### src/rtl/prod_acc_pkg.sv
// Shared definitions for the product accumulator.
//   state_t    : accumulator FSM states (IDLE, ACC, HOLD)
//   ACC_W_DEF  : default accumulator / out_sum width
//   CNT_W_DEF  : default term-counter width
package prod_acc_pkg;

    typedef enum logic [1:0] {
        IDLE = 2'd0,
        ACC  = 2'd1,
        HOLD = 2'd2
    } state_t;

    localparam int unsigned ACC_W_DEF = 24;
    localparam int unsigned CNT_W_DEF = 8;

endpackage

### src/rtl/prod_acc.sv
// Product accumulator: sums a stream of unsigned 16-bit product terms into
// one dot-product result, then holds it until the consumer takes it.
//   clk, rst_n            : clock, asynchronous active-low reset
//   in_valid/in_ready     : term handshake; in_prod is the term and
//                           in_last marks the final term of a dot product
//   out_valid/out_ready   : result handshake
//   out_sum               : accumulated sum (ACC_W bits, wraps)
//   out_count             : number of accepted terms (CNT_W bits, wraps)
//   out_ovf               : sticky wrap flag for sum or count
module prod_acc
    import prod_acc_pkg::*;
#(
    parameter int unsigned ACC_W = ACC_W_DEF,
    parameter int unsigned CNT_W = CNT_W_DEF
) (
    input  logic             clk,
    input  logic             rst_n,
    input  logic             in_valid,
    output logic             in_ready,
    input  logic [15:0]      in_prod,
    input  logic             in_last,
    output logic             out_valid,
    input  logic             out_ready,
    output logic [ACC_W-1:0] out_sum,
    output logic [CNT_W-1:0] out_count,
    output logic             out_ovf
);

    state_t             state, state_nxt;
    logic [ACC_W-1:0]   acc, acc_nxt;
    logic [CNT_W-1:0]   cnt, cnt_nxt;
    logic               ovf, ovf_nxt;
    logic               ready_q, ready_nxt;
    logic               take;
    logic [ACC_W:0]     sum_ext;
    logic [CNT_W:0]     cnt_inc;

    assign take    = in_valid & ready_q;
    // One extra bit on each adder exposes the wrap carry for the ovf flag.
    assign sum_ext = {1'b0, acc} + {{(ACC_W - 15){1'b0}}, in_prod};
    assign cnt_inc = {1'b0, cnt} + {{CNT_W{1'b0}}, 1'b1};

    always_comb begin
        state_nxt = state;
        acc_nxt   = acc;
        cnt_nxt   = cnt;
        ovf_nxt   = ovf;
        case (state)
            IDLE: begin
                if (take) begin
                    acc_nxt   = {{(ACC_W - 16){1'b0}}, in_prod};
                    cnt_nxt   = CNT_W'(1);
                    ovf_nxt   = 1'b0;
                    state_nxt = in_last ? HOLD : ACC;
                end
            end
            ACC: begin
                if (take) begin
                    acc_nxt = sum_ext[ACC_W-1:0];
                    cnt_nxt = cnt_inc[CNT_W-1:0];
                    ovf_nxt = ovf | sum_ext[ACC_W] | cnt_inc[CNT_W];
                    if (in_last) begin
                        state_nxt = HOLD;
                    end
                end
            end
            HOLD: begin
                if (out_ready) begin
                    state_nxt = IDLE;
                end
            end
            default: state_nxt = IDLE;
        endcase
    end

    // in_ready is registered from the next state, so it never depends
    // combinationally on out_ready and stays low through reset.
    assign ready_nxt = (state_nxt != HOLD);

    always_ff @(posedge clk or negedge rst_n) begin
        if (!rst_n) begin
            state <= IDLE;
        end else begin
            state <= state_nxt;
        end
    end

    always_ff @(posedge clk or negedge rst_n) begin
        if (!rst_n) begin
            acc     <= '0;
            cnt     <= '0;
            ovf     <= 1'b0;
            ready_q <= 1'b0;
        end else begin
            acc     <= acc_nxt;
            cnt     <= cnt_nxt;
            ovf     <= ovf_nxt;
            ready_q <= ready_nxt;
        end
    end

    assign in_ready  = ready_q;
    assign out_valid = (state == HOLD);
    assign out_sum   = acc;
    assign out_count = cnt;
    assign out_ovf   = ovf;

endmodule
### config.mk
export PLATFORM = sky130hd
export DESIGN_NAME = prod_acc
export DESIGN_NICKNAME = d
export VERILOG_FILES = /design/src/rtl/prod_acc_pkg.sv /design/src/rtl/prod_acc.sv
export SDC_FILE = /design/constraint.sdc
export NUM_CORES = 1
export LEC_CHECK = 0
export CORE_ASPECT_RATIO = 0.5
export CORE_MARGIN = 2
export CORE_UTILIZATION = 51
export DETAILED_ROUTE_END_ITERATION = 10
export GPL_TIMING_DRIVEN = 0
export PLACE_DENSITY = 0.8
export SKIP_LAST_GASP = 1
export SLEW_MARGIN = 40
export SYNTH_ARGS = -nofsm -noshare
export SYNTH_HDL_FRONTEND = slang
export SYNTH_SLANG_ARGS = --single-unit
### constraint.sdc
create_clock -name clk -period 3.05 [get_ports clk]
set_clock_uncertainty 0.15 [all_clocks]
set_input_delay 0.305 -clock clk [delete_from_list [all_inputs] [get_ports clk]]
set_output_delay 0.305 -clock clk [all_outputs]
set_load 0.005 [all_outputs]
-- Word-level counts from Yosys, hierarchy flattened
Cells that the tools add are included.
- flip-flop bits (word level): 36
- input bits: 21
- output and inout port bits: 35
- word-level logic and storage cells: 33
- add/subtract/negate cells: 2
- eq/ne operators: 5
- muxes and demuxes: 15
- bitwise gates (word level): 3
- reductions and logical operators: 3
- operator list (cell ; count):
    $mux 24 ; 2
    $pmux 24 s2 ; 1
    $add 24x16->25 ; 1
    $mux 8 ; 2
    $pmux 8 s2 ; 1
    $mux 2 ; 5
    $add 8x1->9 const B ; 1
    $ne 2x2->1 const B ; 3
    $pmux 2 s3 ; 1
    $reduce_and 3->1 ; 1
    $eq 2x1->1 const B ; 1
    $eq 2x2->1 const B ; 1
    $logic_not 2->1 ; 1
    $mux 1 ; 2
    $or 1x1->1 ; 2
    $pmux 1 s2 ; 1
    $reduce_bool 2->1 ; 1
    $and 1x1->1 ; 1

-- Longest topological paths before layout
- word-level depth: 5
- depth in mapped cells: 10
- gate-level depth less buffers: 10

-- Least setup slack after synthesis
No wires, ideal clock.
- path kind: register -> register
- start point: register acc[0] (netlist: out_sum[0])
- end point: register acc[18] (netlist: out_sum[18])
- setup time: 120 ps
- arrival time: 2299 ps
- data required time: 2780 ps
- setup slack: 481 ps
- cell stages (with the launch flop): 11
- clock period less this slack: 2569 ps
- cell sequence: dfrtp_1 ha_1 inv_1 fa_1 and2b_4 o2111ai_4 a211oi_4 o311ai_4 a21oi_4 a31oi_1 a41o_1
- cells in the longest elaborated chain, start to end: 3
- ends and longest elaborated chain (what ; RTL line ; text):
    from (decl) ; prod_acc.sv:30 ; logic [ACC_W-1:0] acc, acc_nxt;
    from (signal assigned) ; prod_acc.sv:95 ; acc <= acc_nxt;
    $add 24x16->25 ; prod_acc.sv:40 ; assign sum_ext = {1'b0, acc} + {{(ACC_W - 15){1'b0}}, in_prod};
    $mux 24 ; prod_acc.sv:58 ; if (take) begin
    $pmux 24 s2 ; prod_acc.sv:48 ; case (state)
Every way passes these cells. The select of a mux whose other input is x is not followed.
A chain may end at the register's enable or synchronous reset.

-- Worst setup path in the final report
- start point: input port in_prod[0]
- end point: register acc[18] (netlist: out_sum[18])
- cells in the longest elaborated chain, start to end: 3
- ends and longest elaborated chain (what ; RTL line ; text):
    from (decl) ; prod_acc.sv:20 ; input logic [15:0] in_prod,
    $add 24x16->25 ; prod_acc.sv:40 ;
    $mux 24 ; prod_acc.sv:58 ;
    $pmux 24 s2 ; prod_acc.sv:48 ;
Every way passes these cells. The select of a mux whose other input is x is not followed.

==> summary by stage <==
Final layout
The number of antenna diodes in the final layout is 0. The area growth from synthesis to layout is 30.8%. Leaving out fill and tap cells, the most frequent cell in the layout is sky130_fd_sc_hd__clkdlybuf4s50_1. For this run, the share of the core covered by cells in the final layout is 0.683. The number of filler cells placed in the layout is 393. In the layout the commonest cells are sky130_fd_sc_hd__clkdlybuf4s50_1 (54), sky130_fd_sc_hd__dfrtp_1 (36), sky130_fd_sc_hd__nand2_1 (34).

The net count of the finished layout is 390. Of the cells placed in the final design, the portion with a size suffix greater than 1 is 0.0824.

Logic synthesis
The arithmetic-cell share of the synthesized area counting full adders, half adders and majority gates is 0.0915. Averaged over all synthesized cells, the footprint is 8.86 um2. Synthesis instantiated 52 different standard cells from the library.

Synthesis produced 287 cells. The fraction of registers with async set or reset after synthesis is 1.00. The fraction of synthesized cell area in xor and xnor cells is 0.0655. The mapped netlist covers 2540 um2. Measured against the total synthesized area, the mux share comes to 0.0157.

The number of enable-type register cells in the synthesized netlist is 0. The flip-flop and latch count after synthesis is 36. The number of warnings issued by yosys is 0. The main combinational cell family by area after synthesis is compound AO/OA/AOI/OAI gates. The dominant register cell in the synthesized netlist is sky130_fd_sc_hd__dfrtp_1. The compound-gate portion of the synthesized area is 0.247. The number of nets in the synthesized netlist is 326. The share of the yosys chip area belonging to registers is 0.354. The synthesized-area fraction occupied by and/or/nand/nor cells is 0.180.

Worst setup path
STA classifies the critical path startpoint as an input port. Counting cells, the worst reg-to-reg path comes to 10. The reg-to-reg endpoint is out_sum[18]. The worst setup path is of the input port to flop kind.

For the worst setup path, the data required time is 3090 ps. The critical-path maximum fanout is 4. For flop-to-flop paths, the worst setup slack is 270 ps. STA classifies the critical path endpoint as a flop. The data arrival at the endpoint of the critical path is 2920 ps.

The launch point of the worst reg-to-reg path is out_sum[0].

Power
The design draws 2.85 mW. The worst vdd rail ir drop is 0.419 mV. The analysis attributes to cell leakage a power of 1.40 nW. Dividing total power by cell area gives a power density of 858 nW/um2.

CTS
Clock tree synthesis found a total of 36 sinks. The number of buffers between clock root and the deepest sink is 2. The number of setup buffers added after CTS is 0.

The CTS tree is yes. Clock latency on the worst-skew pair, taken at its later pin, is 300 ps. In this run, CTS created clock tree buffers numbering 5. The H-tree depth reported by CTS is 2. The root buffer cell chosen for the clock tree is sky130_fd_sc_hd__clkbuf_8. Clock-pin slew was measured on the worst setup and hold paths at 80 ps.

Job
The tool flagged a number of max-cap violations equal to 0.

Floorplanning
The total area inside the core boundary comes to 4860 um2. In this run the count of I/O pins placed on the die edge is 56. The starting density of the core is 0.523. The floorplan step defined a die boundary enclosing 5600 um2.

In this run the vertical extent of the chip is 53.9 um. The floorplan has 18 rows. The chip width is 104 um.

Placed design
At the end of routability-driven placement, the weighted congestion stood at 0.929. Detailed placement finished with a half-perimeter wire length of 4.93 mm. Input and output buffers added on the ports amount to 55.

Global route
The number of global-route vias before repair is 2305. The initial antenna violation count came to 0. Summed over all layers, the global routing overflow is 0. The first global-routing pass estimated 10.5 mm of wire. Across every metal layer, demand over resource in global routing totals 0.243. The maximum number of pins on one net before global-route repair is 24.

Timing
The number of failing setup endpoints in the final timing report is 0. Setup repair after global routing left no endpoint under its margin. Static timing analysis puts the maximum clock frequency at 0.346 GHz.

The number of max-slew violations in the final report is 0. The share of the clock period used by the worst path is 0.946. For the pin with the worst max-slew slack, the measured transition is 625 ps.

The count of final hold-check violations is 0. In this run the tightest slew margin relative to its limit is 0.581. The post-route minimum period is 2890 ps.

Routing
Using the TritonRoute via totals, the vias-per-cell ratio works out to 5.72. After the first detailed-routing iteration, the DRC count stood at 144. The total via count in the routed design is 2413.

After detailed routing, the average wire length per cell comes to 15.7 um. For this run, design rule violations remaining after detail routing come to 0. The sum of routed wire length over all layers is 6.64 mm. The pre-antenna-repair detailed-routing pass consisted of 5 iterations.

The remaining antenna violation count after routing is 0.

Hold path
The tightest min-delay check is of the input port to async pin type.

Outcome
The run finished with clean final reports.
==> critical path, cell delays in order <==
cell	delay [ps]
sky130_fd_sc_hd__clkdlybuf4s50_1	490
sky130_fd_sc_hd__ha_1	180
sky130_fd_sc_hd__inv_1	60
sky130_fd_sc_hd__fa_1	390
sky130_fd_sc_hd__and2b_4	290
sky130_fd_sc_hd__o2111ai_4	140
sky130_fd_sc_hd__a211oi_4	370
sky130_fd_sc_hd__o311ai_4	170
sky130_fd_sc_hd__a21oi_4	230
sky130_fd_sc_hd__a31oi_1	100
sky130_fd_sc_hd__a41o_1	200
==> Yosys cell counts, types with 2 or more instances <==
cell | number | share of area
sky130_fd_sc_hd__o22ai_1 | 8 | 0.020
sky130_fd_sc_hd__dfrtp_1 | 36 | 0.35
sky130_fd_sc_hd__a221o_1 | 2 | 0.0079
sky130_fd_sc_hd__o211ai_1 | 3 | 0.0089
sky130_fd_sc_hd__xnor2_1 | 11 | 0.038
sky130_fd_sc_hd__nand3_1 | 12 | 0.024
sky130_fd_sc_hd__nand2_1 | 34 | 0.050
sky130_fd_sc_hd__a22o_1 | 2 | 0.0069
sky130_fd_sc_hd__nor2b_1 | 2 | 0.0049
sky130_fd_sc_hd__nor2_1 | 26 | 0.038
sky130_fd_sc_hd__a21o_1 | 4 | 0.012
sky130_fd_sc_hd__or3_1 | 5 | 0.012
sky130_fd_sc_hd__mux2i_1 | 4 | 0.016
sky130_fd_sc_hd__clkbuf_1 | 8 | 0.012
sky130_fd_sc_hd__buf_6 | 4 | 0.018
sky130_fd_sc_hd__nor3_1 | 3 | 0.0059
sky130_fd_sc_hd__a31oi_1 | 4 | 0.0098
sky130_fd_sc_hd__o21a_1 | 2 | 0.0059
sky130_fd_sc_hd__o21ai_0 | 23 | 0.045
sky130_fd_sc_hd__nand2b_1 | 3 | 0.0074
sky130_fd_sc_hd__ha_1 | 17 | 0.084
sky130_fd_sc_hd__inv_1 | 8 | 0.012
sky130_fd_sc_hd__nand4_1 | 3 | 0.0074
sky130_fd_sc_hd__and3_1 | 6 | 0.015
sky130_fd_sc_hd__a21oi_1 | 23 | 0.045
sky130_fd_sc_hd__xor2_1 | 8 | 0.028
==> sequential cells by signal, summed over array words and instances (netlist names) <==
| signal | cells |
|---|---|
| in_ready | 1 |
| out_count | 8 |
| out_ovf | 1 |
| out_sum | 24 |
| state | 2 |
==> power breakdown <==
part / switching [mW] / internal [mW]
sequential: 0.152 / 0.624
combinational: 0.835 / 0.807
clock: 0.193 / 0.242
total: 1.18 / 1.67
==> metrics by stage <==
step	worst slack, ps	hold WS [ps]	setup TNS (ps)	cells	instance area (um2)
2_1_floorplan	481	-141	0	287	2540
3_3_place_gp	-76.2	346	-141	412	3180
3_5_place_dp	-137	102	-401	413	3200
4_1_cts	168	312	0	422	3320
5_1_grt	68.6	350	0	422	3320
6_report	164	319	0	422	3320
==> cell families after synthesis <==
kind of cell / after synthesis
simple gates: 99
compound gates: 89
flops: 36
buf+inv: 22
xor+xnor: 19
fa+ha+maj: 18
mux: 4
==> how the worst max path moves through the flow <==
stage	startpoint	to	slack, ps	cells after the start
2_1_floorplan	out_sum[0]	out_sum[18]	480	10
3_5_place_dp	in_prod[0]	out_sum[18]	-140	11
6_report	in_prod[0]	out_sum[18]	160	11
5_1_grt	in_prod[0]	out_sum[18]	70	11
4_1_cts	in_prod[0]	out_sum[18]	170	11
3_3_place_gp	in_prod[0]	out_sum[18]	-80	11
==> per-layer routing <==
metal,part of all wire,global-route usage,routed length (um)
met3,0.052,0.0339,348
met1,0.46,0.318,3090
met5,0,0,0
met4,0.017,0.106,116
met2,0.47,0.420,3090
==> timing repair <==
item,4_1_cts,5_1_grt
endpoints found under the hold margin,13,0
hold buffers,1,0
resized for setup,0,0
==> layout make-up <==
class	instances	area [um2]	share of cell area
multi-input cells	229	1520	0.458
clock buffers	5	68.8	0.0207
plain buffers	14	87.6	0.0263
flip-flops and latches	36	901	0.271
inverters	8	30.0	0.00903
clock inverters	3	42.5	0.0128
repair buffers	57	583	0.175
well taps	70	87.6	0.0263
(Power assumes the default switching activity.)
